$ cat src/rtl/instr_issuer.sv
// Instruction issuer: writable program store that feeds simple_cpu one held instruction at a time.
// Optional ISSUE-state watchdog enabled by defining ISSUE_TIMEOUT_EN.
module instr_issuer #(
  parameter int unsigned INSTR_WIDTH    = 20,
  parameter int unsigned PROG_ADDR_BITS = 4,
  parameter int unsigned TIMEOUT_CYCLES = 16
) (
  input  logic                      clk,
  input  logic                      rst,
  input  logic                      prog_we,
  input  logic [PROG_ADDR_BITS-1:0] prog_addr,
  input  logic [INSTR_WIDTH-1:0]    prog_data,
  input  logic [PROG_ADDR_BITS:0]   prog_len,
  input  logic                      start,
  input  logic                      abort,
  input  logic                      instr_done,
  output logic [INSTR_WIDTH-1:0]    instruction,
  output logic                      instr_valid,
  output logic [PROG_ADDR_BITS-1:0] pc,
  output logic                      busy,
  output logic                      done,
  output logic                      err
);
  localparam int unsigned LenW  = PROG_ADDR_BITS + 1;
  localparam int unsigned Depth = 1 << PROG_ADDR_BITS;
  localparam logic [LenW-1:0] MaxLen = LenW'(Depth);

  typedef enum logic [1:0] {
    S_IDLE  = 2'd0,
    S_FETCH = 2'd1,
    S_ISSUE = 2'd2,
    S_DONE  = 2'd3
  } state_e;

  state_e                    state_q, state_d;
  logic [PROG_ADDR_BITS-1:0] pc_q, pc_d;
  logic [LenW-1:0]           len_q, len_d;
  logic [INSTR_WIDTH-1:0]    instr_q, instr_d;
  logic                      valid_q, valid_d;
  logic                      busy_q, busy_d;
  logic                      done_q, done_d;
  logic                      mem_we_c;
  logic [LenW-1:0]           len_clamp_c;
  logic                      last_c;

  logic [INSTR_WIDTH-1:0] mem [Depth];

`ifdef ISSUE_TIMEOUT_EN
  localparam int unsigned WaitW = $clog2(TIMEOUT_CYCLES + 1);
  logic             err_q, err_d;
  logic [WaitW-1:0] wait_q, wait_d;
`endif

  // Lengths beyond the store depth run the whole store once.
  assign len_clamp_c = (prog_len > MaxLen) ? MaxLen : prog_len;
  assign last_c      = ({1'b0, pc_q} == (len_q - LenW'(1)));

  // Program store: no reset so contents survive a mid-run reset.
  always_ff @(posedge clk) begin
    if (mem_we_c) begin
      mem[prog_addr] <= prog_data;
    end
  end

  always_ff @(posedge clk or negedge rst) begin
    if (!rst) begin
      state_q <= S_IDLE;
      pc_q    <= '0;
      len_q   <= '0;
      instr_q <= '0;
      valid_q <= 1'b0;
      busy_q  <= 1'b0;
      done_q  <= 1'b0;
`ifdef ISSUE_TIMEOUT_EN
      err_q   <= 1'b0;
      wait_q  <= '0;
`endif
    end else begin
      state_q <= state_d;
      pc_q    <= pc_d;
      len_q   <= len_d;
      instr_q <= instr_d;
      valid_q <= valid_d;
      busy_q  <= busy_d;
      done_q  <= done_d;
`ifdef ISSUE_TIMEOUT_EN
      err_q   <= err_d;
      wait_q  <= wait_d;
`endif
    end
  end

  always_comb begin
    state_d  = state_q;
    pc_d     = pc_q;
    len_d    = len_q;
    instr_d  = instr_q;
    valid_d  = valid_q;
    busy_d   = busy_q;
    done_d   = 1'b0;
    mem_we_c = 1'b0;
`ifdef ISSUE_TIMEOUT_EN
    err_d    = err_q;
    wait_d   = wait_q;
`endif
    unique case (state_q)
      S_IDLE: begin
        mem_we_c = prog_we;
        if (start) begin
          len_d = len_clamp_c;
`ifdef ISSUE_TIMEOUT_EN
          err_d = 1'b0;
`endif
          if (len_clamp_c != '0) begin
            pc_d    = '0;
            busy_d  = 1'b1;
            state_d = S_FETCH;
          end else begin
            done_d  = 1'b1;
            state_d = S_DONE;
          end
        end
      end
      S_FETCH: begin
        if (abort) begin
          valid_d = 1'b0;
          busy_d  = 1'b0;
          state_d = S_IDLE;
        end else begin
          instr_d = mem[pc_q];
          valid_d = 1'b1;
          state_d = S_ISSUE;
`ifdef ISSUE_TIMEOUT_EN
          wait_d  = '0;
`endif
        end
      end
      S_ISSUE: begin
        if (abort) begin
          valid_d = 1'b0;
          busy_d  = 1'b0;
          state_d = S_IDLE;
        end else if (instr_done) begin
          valid_d = 1'b0;
          if (last_c) begin
            busy_d  = 1'b0;
            done_d  = 1'b1;
            state_d = S_DONE;
          end else begin
            pc_d    = pc_q + PROG_ADDR_BITS'(1);
            state_d = S_FETCH;
          end
        end
`ifdef ISSUE_TIMEOUT_EN
        else if (wait_q == WaitW'(TIMEOUT_CYCLES - 1)) begin
          err_d   = 1'b1;
          valid_d = 1'b0;
          busy_d  = 1'b0;
          done_d  = 1'b1;
          state_d = S_DONE;
        end else begin
          wait_d = wait_q + WaitW'(1);
        end
`endif
      end
      S_DONE: begin
        state_d = S_IDLE;
      end
      default: begin
        state_d = S_IDLE;
      end
    endcase
  end

  assign instruction = instr_q;
  assign instr_valid = valid_q;
  assign pc          = pc_q;
  assign busy        = busy_q;
  assign done        = done_q;
`ifdef ISSUE_TIMEOUT_EN
  assign err         = err_q;
`else
  assign err         = 1'b0;
`endif

endmodule
$ cat config.mk
export PLATFORM = sky130hd
export DESIGN_NAME = instr_issuer
export DESIGN_NICKNAME = d
export VERILOG_FILES = /design/src/rtl/instr_issuer.sv
export SDC_FILE = /design/constraint.sdc
export NUM_CORES = 1
export LEC_CHECK = 0
export CORE_UTILIZATION = 41
export CTS_BUF_LIST = sky130_fd_sc_hd__clkbuf_2
export DETAILED_ROUTE_END_ITERATION = 16
export DONT_BUFFER_PORTS = 1
export PLACE_DENSITY = 0.52
export SYNTH_ARGS = -nofsm -noshare
export SYNTH_HDL_FRONTEND = slang
export SYNTH_SLANG_ARGS = --single-unit
$ cat constraint.sdc
create_clock -name clk -period 6.6 [get_ports clk]
set_clock_uncertainty 0.1 [all_clocks]
set_input_delay 1.98 -clock clk [delete_from_list [all_inputs] [get_ports clk]]
set_output_delay 1.98 -clock clk [all_outputs]
set_load 0.05 [all_outputs]
# --- Word level (Yosys, flattened, before mapping) ---
# Memories as Yosys holds them, arrays and structs flattened. A register that Yosys moved wholly into a read port is not among the register bits.
# Index checks and enable logic that the tools add are counted.
word_totals:
  register_bits: 14
  ram_bits: 320
  out_inout_bits: 28
  elab_cells: 69
  mem_count: 1
mem_list:
  columns: ["memory", "depth", "width", "rd", "rd_clocked_by_memory_dff", "wr", "line", "source"]
  rows:
  - ["mem", 16, 20, 1, 1, 1, "46", "logic [INSTR_WIDTH-1:0] mem [Depth];"]
classes:
  n_addsub: 2
  magnitude_cmp: 1
  n_eq_ne: 12
  muxes: 34
  bitwise_logic: 1
  reduce_logical: 12
op_table:
  columns: ["cell", "n"]
  rows:
  - ["4-bit two-way mux", 5]
  - ["1-bit two-way mux", 17]
  - ["2-bit two-way mux", 6]
  - ["2-bit inequality test, second input constant", 6]
  - ["6-bit AND reduction", 2]
  - ["2-bit case mux with 4 select lines", 1]
  - ["4-bit case mux with 2 select lines", 1]
  - ["2-bit AND reduction", 4]
  - ["3-bit inequality test, second input constant", 2]
  - ["4-bit by 5-bit == test with 1-bit output", 1]
  - ["5-bit greater-than comparator, second input constant", 1]
  - ["5-bit two-way mux", 1]
  - ["5-bit nonzero test", 1]
  - ["5-bit by 1-bit subtractor with 5-bit output, second input constant", 1]
  - ["4-bit by 1-bit adder with 4-bit output, second input constant", 1]
  - ["2-bit == test, second input constant", 2]
  - ["1-bit case mux with 2 select lines", 2]
  - ["2-bit nonzero test", 2]
  - ["1-bit case mux with 3 select lines", 1]
  - ["3-bit nonzero test", 1]
  - ["2-bit by 1-bit == test with 1-bit output, second input constant", 1]
  - ["2-bit logical NOT", 1]
  - ["1-bit logical NOT", 1]
  - ["1-bit NOT", 1]

# --- Longest topological paths before layout ---
depth:
  word_depth: 6
  mapped_depth: 8
  ltp_nobuf: 7

# --- Least setup slack after synthesis ---
# OpenSTA, ideal clock, no wires.
synth_path:
  kind: "input to register"
  from: "input port prog_we"
  to: "memory mem[0][0] (enable)"
  arrival_time_ns: 3.825
  path_slack_ns: 2.253
  stages: 3
  n_path_buf: 0
  cell_sequence: "nand2_1 > or3_1 > nor3_1"
synth_between:
  elab_chain_cells: 3
synth_lines:
  columns: ["item", "line", "source"]
  rows:
  - ["start: declaration", "10", "input logic prog_we,"]
  - ["1-bit two-way mux", "106", "unique case (state_q)"]
  - ["1-bit two-way mux", "60", "if (mem_we_c) begin"]
  - ["1-bit two-way mux (implied by the code)", "61", "mem[prog_addr] <= prog_data;"]
  - ["end: declaration", "46", null]
# No other way between the ends.

# --- Worst setup path in the final report ---
layout_path:
  from: "register pc_q[0], in the netlist pc[0]"
  to: "output port pc[0]"
layout_lines:
  columns: ["item", "line", "source"]
  rows:
  - ["start: declaration", "36", "logic [PROG_ADDR_BITS-1:0] pc_q, pc_d;"]
  - ["start signal: assignment", "80", "pc_q <= pc_d;"]
  - ["end: declaration", "19", "output logic [PROG_ADDR_BITS-1:0] pc,"]
# No word-level cell between the ends.

==> results.md <==
Clock network:
- The clock buffer count from CTS is 92.
- The clock reaches the later pin of the worst-skew pair after 0.89 ns.
- The H-tree was split into 3 levels.
- CTS saw ~350 sinks.
- The clock slew seen by the registers of the worst setup and hold paths is 0.09 ns.
- The number of buffers between clock root and the deepest sink is 3.
- The setup fix buffers added after clock tree synthesis is 0.
- The total of hold buffers inserted after clock tree synthesis is 0.
- TritonCTS built the clock tree.
- The root buffer cell is sky130_fd_sc_hd__clkbuf_2.
- The number of resized instances in the post-cts repair step is 0.

Critical path:
- STA puts the critical path data arrival time at 1.92 ns.
- For flop-to-flop paths, the worst setup slack is 3.21 ns.
- STA puts the critical path data required time at approximately 4.5 ns.
- Along the worst path, the maximum fanout reaches 43.
- The start of the worst register-to-register path is pc[0].
- The startpoint kind of the worst setup timing path is a register.
- The critical path start-end classification is reg2out.
- The worst setup path is captured at an output port.
- For the worst flop-to-flop path, the logic depth is 4.
- In this run the critical register-to-register path is captured at instruction[13].

Final layout:
- The layout cell share with drive strength beyond 1 is about 34%.
- From synthesis to final layout, the design area changed by 10.3%.
- Cells fill 46.5% of the core in the end.
- Once layout is complete, the cells apart from fillers number 1266.
- The final layout contains 785 nets.
- The final instance area is about 15000 um^2.

Global route:
- The total congestion overflow is 0.
- The overall routing resource usage is 19.9%.
- Entering global routing, the biggest net connects 56 pins.
- The initial antenna violation count came to 1.
- The number of global-route vias before repair came to 7629.
- The global-route wire length before repair is 47900 um.

Placement:
- The placer congestion estimate is 0.819.
- The number of input and output port buffers inserted is 0.
- The detailed placement HPWL is 17300 um.
- The number of placed instances, taps included, is 1092.
- After detailed placement, the total cell area comes to 14400 um^2.

Floorplan:
- 63 I/O pins were placed.
- In this run the horizontal extent of the chip is 186 um.
- The row count is 66.
- The overall die area is ~34000 um^2.
- For this configuration, the core starts out at a cell density of 42.1%.
- The die is 186 um tall.
- After floorplanning, the core was sized to cover between 30000 and 40000 um^2.

Yosys:
- Sorting the synthesized cells by how often they occur yields 320 x sky130_fd_sc_hd__edfxtp_1, 80 x sky130_fd_sc_hd__mux4_2, 34 x sky130_fd_sc_hd__dfrtp_1.
- Yosys instantiated no cell more often than sky130_fd_sc_hd__edfxtp_1.
- Synthesis produced a netlist with a net count of just over 700.
- The share of synthesized area in the top cell type comes to 69.4%.
- Summing the areas of all compound-gate instances in the mapped netlist gives between 2 and 2.5% of the synthesized area.
- The top flip-flop cell by instance count after synthesis is sky130_fd_sc_hd__edfxtp_1.
- The number of flip-flops and latches in the synthesized netlist is about 350.
- The synthesized netlist devotes 3.19% of its cell area to simple gates.
- By area, the combinational part of the netlist is dominated by multiplexers.
- The number of enable flip-flop cells after synthesis is 320.
- The xor/xnor share of the synthesized area is less than 1%.
- Of all flip-flops after synthesis, the portion carrying an async set or reset was 9.60%.
- Yosys attributes the largest share of cell area to sky130_fd_sc_hd__edfxtp_1 69%, sky130_fd_sc_hd__mux4_2 13%, sky130_fd_sc_hd__dfrtp_1 6.1%.
- The part of the Yosys area used for sequential elements is 75.6%.
- The share of cell area taken by muxes after synthesis is around 16%.
- The netlist uses 47 different library cells.
- Synthesis produced 665 cells.
- Averaged over all synthesized cells, the footprint is 20.8 um^2.
- The leading area contributor after synthesis is sky130_fd_sc_hd__edfxtp_1.
- The combined area of all synthesized cells is 13800 um^2.
- The Yosys step of the flow raised 0 warnings.
- After Yosys synthesis, full adders, half adders and majority gates account for 0.542% of the synthesized area.

Routing:
- Wire segments on met3 add up to between 2000 and 3000 um in the final route.
- The total vias in the final route is 6915.
- The detailed router finished its first iteration with approximately 530 violations.
- In this run the top signal layer used is met4.
- The wire length after detailed routing is 32600 um.
- Dividing the detail-routed wire length by the instance count gives ~26 um.
- The detailed-route vias per instance is 5.46.
- The remaining routing DRC violations is 0.
- In the detailed route, the total length drawn on met2 is 15700 um.
- In this run the remaining antenna-violating nets after routing total 0.
- The detailed-routing wirelength on met1 is 13400 um.
- The number of optimization iterations in the first detailed-route pass is 4.

Min path:
- The worst hold path stage count is 1.
- The worst min-delay path class is reg2reg.
- For hold timing, the worst endpoint is len_q[4].
- The startpoint of the worst hold path is len_q[4].

Power:
- IR analysis of the VDD net gives a maximum drop of 0.000264 V.
- The power density over the cells is 348 nW/um^2.
- The cell leakage power is a little under 5 nW.
- The completed layout was analyzed and its total power is 5.31 mW.

Job:
- The number of maximum-capacitance violations is 0.

STA:
- The post-route minimum period is 4.00 ns.
- The fraction of the cycle the final worst path needs is about three fifths.
- At the pin with the least slew margin, the transition time is 1.32 ns.
- Summed over all failing endpoints, the final setup total negative slack is 0 ns.
- The relative max-transition margin is 11.7%.
- The number of failing setup endpoints in the final timing report is 0.
- The final number of max-transition violations is 0.
- The highest attainable clock frequency is between 0.2 and 0.25 GHz.
- The hold violation count in the final report was 0.
- Setup repair after global routing left no endpoint under its margin.

Outcome:
- The flow ran to the end, and the final reports show no timing, DRC or antenna violations.
## power by group
group | switching [mW] | total [mW] | leakage [nW] | internal [mW]
Combinational | 0.389 | 0.874 | 0.991 | 0.484
Clock | 0.892 | 1.43 | 0.624 | 0.540
Sequential | 0.437 | 3.00 | 3.31 | 2.56
## how the worst max path moves through the flow
stage | cells after the start | from | slack [ns] | end
2_1_floorplan | 3 | prog_we | 2.25 | mem[0][0]
3_3_place_gp | 4 | prog_we | 2.89 | mem[8][9]
3_5_place_dp | 4 | prog_we | 2.84 | mem[8][11]
4_1_cts | 0 | pc[0] | 2.42 | pc[0]
5_1_grt | 0 | pc[0] | 2.35 | pc[0]
6_report | 0 | pc[0] | 2.60 | pc[0]
## per-layer routing
metal / up-vias / track usage (%)
met5: - / 0
met1: 3624 / 25.3
met3: 72 / 6.10
met2: 237 / 32.0
li1: 2982 / -
met4: 0 / 7.87
## cells by family (layout without fill, tap and decap cells)
logic type | after synthesis | count (layout)
DFF | 354 | 354
other | 1 | 2
and+or+nand+nor | 91 | 91
buffers and inverters | 43 | 201
adders and majority gates | 6 | 6
muxes | 123 | 123
xor gates and xnor gates | 6 | 6
AOI/OAI and AO/OA | 41 | 41
## through the flow
stage                     hold WS, ns  worst slack [ns]
after floorplan                 0.379              2.25
after CTS                       0.431              2.42
final                           0.430              2.60
after detailed placement        0.410              2.84
after global routing            0.445              2.35
after global placement          0.394              2.89
## cell type report
class                   count  area (um^2)
multi-input cells         268         3240
flip-flops and latches    354        10500
repair buffers             20          150
diodes                      1         2.50
well taps                 442          553
inverters                   8         30.0
fillers                  2900        17600
clock inverters            43          178
clock buffers             130          651
## cell usage in the layout (no fill, tap or decap), types with 3 or more instances in the layout
cell,count
sky130_fd_sc_hd__buf_4,20
sky130_fd_sc_hd__mux2i_1,21
sky130_fd_sc_hd__dfrtp_1,31
sky130_fd_sc_hd__edfxtp_1,320
sky130_fd_sc_hd__clkbuf_2,130
sky130_fd_sc_hd__mux4_2,80
sky130_fd_sc_hd__inv_1,7
sky130_fd_sc_hd__nor3_2,4
sky130_fd_sc_hd__nor2_1,10
sky130_fd_sc_hd__mux2_2,20
sky130_fd_sc_hd__ha_1,6
sky130_fd_sc_hd__o21ai_0,3
sky130_fd_sc_hd__xor2_1,3
sky130_fd_sc_hd__a221o_1,20
sky130_fd_sc_hd__clkinv_2,7
sky130_fd_sc_hd__nand2b_1,7
sky130_fd_sc_hd__nand2_1,17
sky130_fd_sc_hd__nor3_1,23
sky130_fd_sc_hd__nor2b_1,3
sky130_fd_sc_hd__nor2_2,12
sky130_fd_sc_hd__o21ai_1,6
sky130_fd_sc_hd__clkinv_1,33
## sequential cells by signal, indices dropped and copies added (netlist names)
| name | count |
|---|---|
| instr_valid | 1 |
| mem | 320 |
| len_q | 5 |
| done | 1 |
| state_q | 2 |
| busy | 1 |
| pc | 4 |
| instruction | 20 |
No activity file was read; power rests on OpenSTA's default activity.
